File: src/rtl/line_buffer_pkg.sv
// Shared LC-3b memory types and line-buffer FSM encoding.
package lc3b_types;
  typedef logic [15:0]  lc3b_word;
  typedef logic [127:0] lc3b_pmem_line;
  typedef logic [15:0]  lc3b_pmem_addr;
  typedef logic [1:0]   lc3b_mem_wmask;
  typedef logic [11:0]  lc3b_lb_tag;

  typedef enum logic [1:0] {
    IDLE      = 2'd0,
    RESPOND   = 2'd1,
    WRITEBACK = 2'd2,
    FETCH     = 2'd3
  } lc3b_lb_state_t;
endpackage

File: src/rtl/line_buffer_control.sv
// Line-buffer sequencer: hit/miss decision in IDLE, writeback then fetch on a miss.
module line_buffer_control
  import lc3b_types::*;
(
  input  logic           clk,
  input  logic           rst_n,
  input  logic           req,
  input  logic           hit,
  input  logic           dirty,
  input  logic           pmem_resp,
  output lc3b_lb_state_t state,
  output logic           hit_evt,
  output logic           miss_evt,
  output logic           load_line,
  output logic           wb_done
);
  lc3b_lb_state_t state_q, state_d;

  always_ff @(posedge clk) begin
    if (!rst_n) state_q <= IDLE;
    else        state_q <= state_d;
  end

  always_comb begin
    state_d   = state_q;
    hit_evt   = 1'b0;
    miss_evt  = 1'b0;
    load_line = 1'b0;
    wb_done   = 1'b0;
    case (state_q)
      IDLE: if (req) begin
        if (hit) begin
          hit_evt = 1'b1;
          state_d = RESPOND;
        end else begin
          miss_evt = 1'b1;
          state_d  = dirty ? WRITEBACK : FETCH;
        end
      end
      RESPOND: state_d = IDLE;
      WRITEBACK: if (pmem_resp) begin
        wb_done = 1'b1;
        state_d = FETCH;
      end
      FETCH: if (pmem_resp) begin
        load_line = 1'b1;
        state_d   = RESPOND;
      end
      default: state_d = IDLE;
    endcase
  end

  assign state = state_q;
endmodule

File: src/rtl/line_buffer.sv
// Single-line write-back buffer between the CPU word port and the 128-bit line port.
// Optional hit/miss counters are enabled with LINE_BUFFER_STATS_EN.
module line_buffer
  import lc3b_types::*;
(
  input  logic          clk,
  input  logic          rst_n,
  input  logic          mem_read,
  input  logic          mem_write,
  input  lc3b_mem_wmask mem_byte_enable,
  input  lc3b_word      mem_address,
  input  lc3b_word      mem_wdata,
  output logic          mem_resp,
  output lc3b_word      mem_rdata,
  output logic          pmem_read,
  output logic          pmem_write,
  output lc3b_pmem_addr pmem_address,
  output lc3b_pmem_line pmem_wdata,
  input  logic          pmem_resp,
  input  lc3b_pmem_line pmem_rdata
`ifdef LINE_BUFFER_STATS_EN
  ,
  output logic [15:0]   hit_count,
  output logic [15:0]   miss_count
`endif
);
  lc3b_pmem_line  line_q, line_d;
  lc3b_lb_tag     tag_q, tag_d;
  logic           valid_q, valid_d;
  logic           dirty_q, dirty_d;
  lc3b_lb_state_t state;
  logic           hit_evt, miss_evt, load_line, wb_done;
  logic           req, is_write, hit, addr_unused;
  lc3b_lb_tag     req_tag;
  logic [6:0]     word_lsb;
  lc3b_word       cur_word, merged_word;

  assign addr_unused = mem_address[0];
  assign req         = mem_read | mem_write;
  assign is_write    = mem_write & ~mem_read;   // read wins when both are asserted
  assign req_tag     = mem_address[15:4];
  assign word_lsb    = {mem_address[3:1], 4'b0};
  assign hit         = valid_q && (tag_q == req_tag);
  assign cur_word    = line_q[word_lsb +: 16];

  line_buffer_control u_ctrl (
    .clk       (clk),
    .rst_n     (rst_n),
    .req       (req),
    .hit       (hit),
    .dirty     (dirty_q),
    .pmem_resp (pmem_resp),
    .state     (state),
    .hit_evt   (hit_evt),
    .miss_evt  (miss_evt),
    .load_line (load_line),
    .wb_done   (wb_done)
  );

  always_comb begin
    merged_word = cur_word;
    if (mem_byte_enable[0]) merged_word[7:0]  = mem_wdata[7:0];
    if (mem_byte_enable[1]) merged_word[15:8] = mem_wdata[15:8];
  end

  always_comb begin
    line_d  = line_q;
    tag_d   = tag_q;
    valid_d = valid_q;
    dirty_d = dirty_q;
    if (wb_done) dirty_d = 1'b0;
    if (load_line) begin
      line_d  = pmem_rdata;
      tag_d   = req_tag;
      valid_d = 1'b1;
      dirty_d = 1'b0;
    end
    // Empty byte mask still completes but must not mark the line dirty.
    if (state == RESPOND && is_write && |mem_byte_enable) begin
      line_d[word_lsb +: 16] = merged_word;
      dirty_d                = 1'b1;
    end
  end

  always_ff @(posedge clk) begin
    if (!rst_n) begin
      line_q  <= '0;
      tag_q   <= '0;
      valid_q <= 1'b0;
      dirty_q <= 1'b0;
    end else begin
      line_q  <= line_d;
      tag_q   <= tag_d;
      valid_q <= valid_d;
      dirty_q <= dirty_d;
    end
  end

  always_comb begin
    mem_resp     = (state == RESPOND);
    mem_rdata    = (mem_resp && mem_read) ? cur_word : '0;
    pmem_read    = (state == FETCH);
    pmem_write   = (state == WRITEBACK);
    pmem_address = '0;
    pmem_wdata   = '0;
    if (pmem_write) begin
      pmem_address = {tag_q, 4'b0};
      pmem_wdata   = line_q;
    end else if (pmem_read) begin
      pmem_address = {req_tag, 4'b0};
    end
  end

`ifdef LINE_BUFFER_STATS_EN
  logic [15:0] hit_count_q, hit_count_d, miss_count_q, miss_count_d;

  always_comb begin
    hit_count_d  = hit_count_q;
    miss_count_d = miss_count_q;
    if (hit_evt && hit_count_q != 16'hFFFF)   hit_count_d  = hit_count_q + 16'd1;
    if (miss_evt && miss_count_q != 16'hFFFF) miss_count_d = miss_count_q + 16'd1;
  end

  always_ff @(posedge clk) begin
    if (!rst_n) begin
      hit_count_q  <= '0;
      miss_count_q <= '0;
    end else begin
      hit_count_q  <= hit_count_d;
      miss_count_q <= miss_count_d;
    end
  end

  assign hit_count  = hit_count_q;
  assign miss_count = miss_count_q;
`endif
endmodule

File: config.mk
export PLATFORM = sky130hd
export DESIGN_NAME = line_buffer
export DESIGN_NICKNAME = d
export VERILOG_FILES = /design/src/rtl/line_buffer_pkg.sv /design/src/rtl/line_buffer_control.sv /design/src/rtl/line_buffer.sv
export SDC_FILE = /design/constraint.sdc
export NUM_CORES = 1
export LEC_CHECK = 0
export ABC_AREA = 1
export CAP_MARGIN = 20
export CORE_UTILIZATION = 39
export CTS_CLUSTER_DIAMETER = 150
export DETAILED_ROUTE_END_ITERATION = 16
export PLACE_DENSITY_LB_ADDON = 0.12
export SLEW_MARGIN = 0
export SYNTH_ARGS = -nofsm -noshare
export SYNTH_HDL_FRONTEND = slang
export SYNTH_SLANG_ARGS = --single-unit
File: constraint.sdc
create_clock -name clk -period 2.5 [get_ports clk]
set_input_delay 0.375 -clock clk [delete_from_list [all_inputs] [get_ports clk]]
set_output_delay 0.375 -clock clk [all_outputs]
set_load 0.1 [all_outputs]
Word-level counts from Yosys, hierarchy flattened
Index checks and enable logic that the tools add are counted.
{"block": "word_totals", "out_inout_bits": 163, "word_cells": 48, "register_bits": 144}
{"block": "classes", "reduce_logical": 8, "mux": 21, "n_eq_ne": 7, "add_sub_neg": 1, "n_bitwise": 3, "n_shift": 3}
{"operator": "$mux 128", "n": 3}
{"operator": "$bwmux 128", "n": 1}
{"operator": "$shift 16x9->128 const A", "n": 1}
{"operator": "$shiftx 128x8->16", "n": 1}
{"operator": "$shiftx 16x9->128", "n": 1}
{"operator": "$mux 16", "n": 3}
{"operator": "$mux 8", "n": 2}
{"operator": "$eq 12x12->1", "n": 1}
{"operator": "$neg 7->9", "n": 1}
{"operator": "$mux 2", "n": 4}
{"operator": "$pmux 2 s4", "n": 1}
{"operator": "$mux 1", "n": 7}
{"operator": "$eq 2x2->1 const B", "n": 2}
{"operator": "$logic_and 1x1->1", "n": 4}
{"operator": "$ne 2x1->1 const B", "n": 2}
{"operator": "$reduce_and 3->1", "n": 1}
{"operator": "$reduce_bool 3->1", "n": 1}
{"operator": "$eq 2x1->1 const B", "n": 1}
{"operator": "$logic_not 2->1", "n": 1}
{"operator": "$ne 2x2->1 const B", "n": 1}
{"operator": "$reduce_or 2->1", "n": 1}
{"operator": "$and 1x1->1", "n": 1}
{"operator": "$not 1->1", "n": 1}
{"operator": "$or 1x1->1", "n": 1}

Depth between registers and ports, before layout
{"block": "depth", "word_depth": 5, "ltp_mapped": 16}

Modules after synthesis
Synthesis repeated with hierarchy kept, for this count alone.
{"block": "hier_totals", "hier_cells": 1562, "hier_area_um2": 9674.3}
{"mod": "line_buffer", "cells_per_inst": 1537, "n_inst": 1, "area_each_um2": 9531.6}
{"mod": "line_buffer_control", "cells_per_inst": 25, "n_inst": 1, "area_each_um2": 142.6}

Worst setup path before layout
OpenSTA, ideal clock, no wires.
{"block": "synth_timing", "path_type": "flip-flop to output port", "startpoint": "register u_ctrl.state_q[1] (netlist: u_ctrl.state[1])", "endpoint": "output port pmem_address[11]", "n_path_buf": 1, "setup_slack_ns": -1.158, "arrival_ns": 3.283, "required_ns": 2.125, "path_stages_with_launch": 6, "cell_sequence": "dfxtp_1 -> inv_2 -> nor2_2 -> inv_2 -> clkbuf_1 -> o22ai_1"}
{"item": "start, declared", "line_no": "line_buffer_control.sv:17", "source": "lc3b_lb_state_t state_q, state_d;"}
{"item": "start signal, assigned", "line_no": "line_buffer_control.sv:21", "source": "else state_q <= state_d;"}
{"item": "$eq 2x2->1", "line_no": "line_buffer.sv:103", "source": "pmem_write = (state == WRITEBACK);"}
{"item": "named net pmem_write", "line_no": "line_buffer.sv:16", "source": "output logic pmem_write,"}
{"item": "$mux 16", "line_no": "line_buffer.sv:106", "source": "if (pmem_write) begin"}
{"item": "end, declared", "line_no": "line_buffer.sv:17", "source": "output lc3b_pmem_addr pmem_address,"}
The timed path passes the listed nets, and every way through them passes these cells.

Final worst setup path
{"block": "layout_timing", "startpoint": "input port mem_address[2]", "endpoint": "output port mem_rdata[3]"}
{"block": "layout_via", "elab_chain_cells": 2}
{"item": "start, declared", "line_no": "line_buffer.sv:11", "source": "input lc3b_word mem_address,"}
{"item": "$shiftx 128x8->16", "line_no": "line_buffer.sv:44", "source": "assign cur_word = line_q[word_lsb +: 16];"}
{"item": "$mux 16", "line_no": "line_buffer.sv:101", "source": "mem_rdata = (mem_resp && mem_read) ? cur_word : '0;"}
{"item": "end, declared", "line_no": "line_buffer.sv:14", "source": "output lc3b_word mem_rdata,"}
No other way between the ends.

==> metrics.md <==
| Metric | Value |
|---|---|
| Status | `complete, no violations` |
| Main synth FF type | `dfxtp_1` |
| Layout area overhead | `70.9%` |
| CTS tree | `built` |
| GR Util All Layers | `0.349` |
| YS warnings | `0` |
| Drt drc | `0` |
| Multi-input logic area | `0.00600 sq mm` |
| Worst-Margin Slew | `0.561 ns` |
| CTS Sinks | `144` |
| Synth unique cells | `30` |
| Clk slew on worst S/H paths | `0.07 ns` |
| Fillcell total | `1,995` |
| Worst skew pair latency | `0.44 ns` |
| First-pass GRT wire length | `64,600 um` |
| Worst Setup End Kind | `output pin` |
| Total design power | `7350 uW` |
| Port bufs | `324` |
| Ranking of synthesized cells by area | `dfxtp_1 (30%), nand2_1 (13%), o21ai_0 (10%)` |
| Area leader, netlist | `dfxtp_1` |
| CTS max path bufs | `2` |
| Critical Path Fanout Max | `22` |
| Setup TNS | `0 ns` |
| # rows | `56` |
| Critical Path RT | `2.12 ns` |
| RSZ-0062 raised after global routing | `no` |
| Final wirelength | `44,000 um` |
| Cts bufs inserted | `17` |
| Worst setup SP type | `primary input` |
| Synth async-reset ratio | `0` |
| Final setup violation count | `0` |
| Initial antenna violation count | `0` |
| Post-synth top area share | `0.302` |
| Drt wl/cell | `19.7 um` |
| Commonest cells post-synth | `nand2_1 (336), inv_1 (202), o21ai_0 (197), nand3_1 (163), nor2_1 (153)` |
| Final Non-Filler Cells | `2,228` |
| Critical path type | `primary input to output pin` |
| Cell Pwr Density | `450 mW/mm^2` |
| Io pins | `330` |
| Nets | `2,068` |
| Die Ht | `158 um` |
| Starting Density | `0.402` |
| Relative slew margins | `0.625` |
| Cells after synthesis | `1,601` |
| Layout cells sized above 1 | `0.221` |
| Grt ovf | `0` |
| H-tree depth | `4` |
| Worst hold margin | `0.452 ns` |
| Period utilization | `0.987` |
| Largest net degree at the start of global routing | `68` |
| Synthesized area per cell | `5.96 sq um` |
| Area of the core | `0.0238 sq mm` |
| Maximum VDD drop | `388 uV` |
| Routed Antenna Nets | `0` |
| Final Max Tran Viols | `0` |
| Hold WC Path Type | `primary input to register` |
| Fin crit period | `2.47 ns` |
| Die width | `158 um` |
| Fin Clk Skew | `0.0146 ns` |
| Number of global-route vias before repair | `11,200` |
| DP Wirelength | `33,700 um` |
| Most numerous cell in the Yosys netlist | `nand2_1` |
| Sequential share of the synthesized area | `0.302` |
| Yosys reg bits | `144` |
| Post-synthesis cell area | `0.00955 sq mm` |
| RD Place Congestion | `1.00` |
| Die ar. | `0.0251 sq mm` |
| Reg area | `0.00288 sq mm` |
| Via-to-Cell Ratio | `5.41` |
| DR iter-0 viols | `1,451` |
| EDFF count, synth | `0` |
| Leak Pwr | `0.00646 uW` |
| Max cap viols | `0` |
| CP Data Arrival Time | `2.09 ns` |
| Final hold vios | `0` |
| Maximum clock frequency | `405 MHz` |
| CTS root buffer | `clkbuf_16` |
| Router iterations before antenna repair | `7` |
| Placed cells | `2,195` |
| Detailed-route via count | `12,000` |
| # diodes | `0` |
-- cells in the final DEF, fill, tap and decap left out, types with 2 or more instances in the layout --
cell type,instances
a21oi_1,140
a31oi_1,3
buf_12,177
buf_4,58
clkbuf_16,17
clkbuf_8,2
clkdlybuf4s50_1,163
clkinv_4,2
clkinvlp_4,3
conb_1,4
dfxtp_1,144
ha_1,5
inv_1,202
inv_2,14
inv_4,2
inv_6,5
inv_8,2
nand2_1,336
nand3_1,162
nand3_2,2
nand4_1,38
nor2_1,29
nor2_2,19
nor2_4,110
nor3_1,2
o21ai_0,197
o21ai_1,51
o22ai_1,4
o22ai_2,2
xnor2_1,5
-- kinds of logic after synthesis --
family / share of synthesized area
AND/OR/NAND/NOR: 0.313
other: 0.000393
AO/OA/AOI/OAI: 0.212
XOR/XNOR: 0.00459
buffers and inverters: 0.162
flip-flops: 0.302
adder cells (fa/ha/maj): 0.00655
-- cell type report --
class,count,area share
inverters,219,0.0511
multi-input cells,1114,0.367
well taps,319,0.0245
clock buffers,20,0.0280
repair buffers,400,0.345
clock inverters,12,0.00767
flip-flops and latches,144,0.177
-- where the power goes --
part	switching (uW)	leakage [uW]	internal (uW)
sequential	33.3	0.00117	2380
clock	1150	0.000277	1450
combinational	1520	0.00501	812
total	2710	0.00646	4640
-- critical path: stages --
cell             delay, ns
clkdlybuf4s50_1       0.45
buf_4                 0.13
buf_4                 0.26
nand3_1               0.20
nand3_1               0.17
nand2_1               0.08
nor2_2                0.19
buf_12                0.21
-- state kept, by name (all words and copies together) (netlist names) --
name	flops
line_q	128
valid_q	1
dirty_q	1
tag_q	12
u_ctrl.state	2
-- worst paths after layout --
| path | startpoint | depth (start not counted) | endpoint | slack (ns) |
|---|---|---|---|---|
| max reg2reg | u_ctrl.state[0]$_SDFFE_PN0P_ | 8 | line_q[77]$_SDFF_PN0_ | 0.46 |
| min reg2reg | valid_q$_SDFFE_PN0P_ | 1 | valid_q$_SDFFE_PN0P_ | 0.47 |
| max | mem_address[2] | 8 | mem_rdata[3] | 0.03 |
| min | rst_n | 3 | line_q[119]$_SDFF_PN0_ | 0.45 |
-- metrics by stage --
step	worst slack, ns	util	area, sq um
6_report	0.0330	0.687	16300
5_1_grt	0.00205	0.687	16300
4_1_cts	0.0452	0.687	16300
3_5_place_dp	-0.0165	0.662	15700
3_3_place_gp	0.0166	0.662	15700
2_1_floorplan	-0.773	-	10400
-- per-layer routing --
layer / vias up / track usage / share of wire
li1: 5753 / - / -
met1: 5468 / 0.436 / 0.39
met2: 707 / 0.566 / 0.46
met3: 118 / 0.0651 / 0.094
met4: 0 / 0.193 / 0.052
met5: - / 0 / 0
-- what timing repair did --
action                     4_1_cts  5_1_grt
gates resized for setup          0        2
pin swaps                        1        0
hold endpoints to repair         0        0
setup buffers                    1        0
setup endpoints to repair       16        2
hold buffers                     0        0
Power figures use the tool's default switching activity.
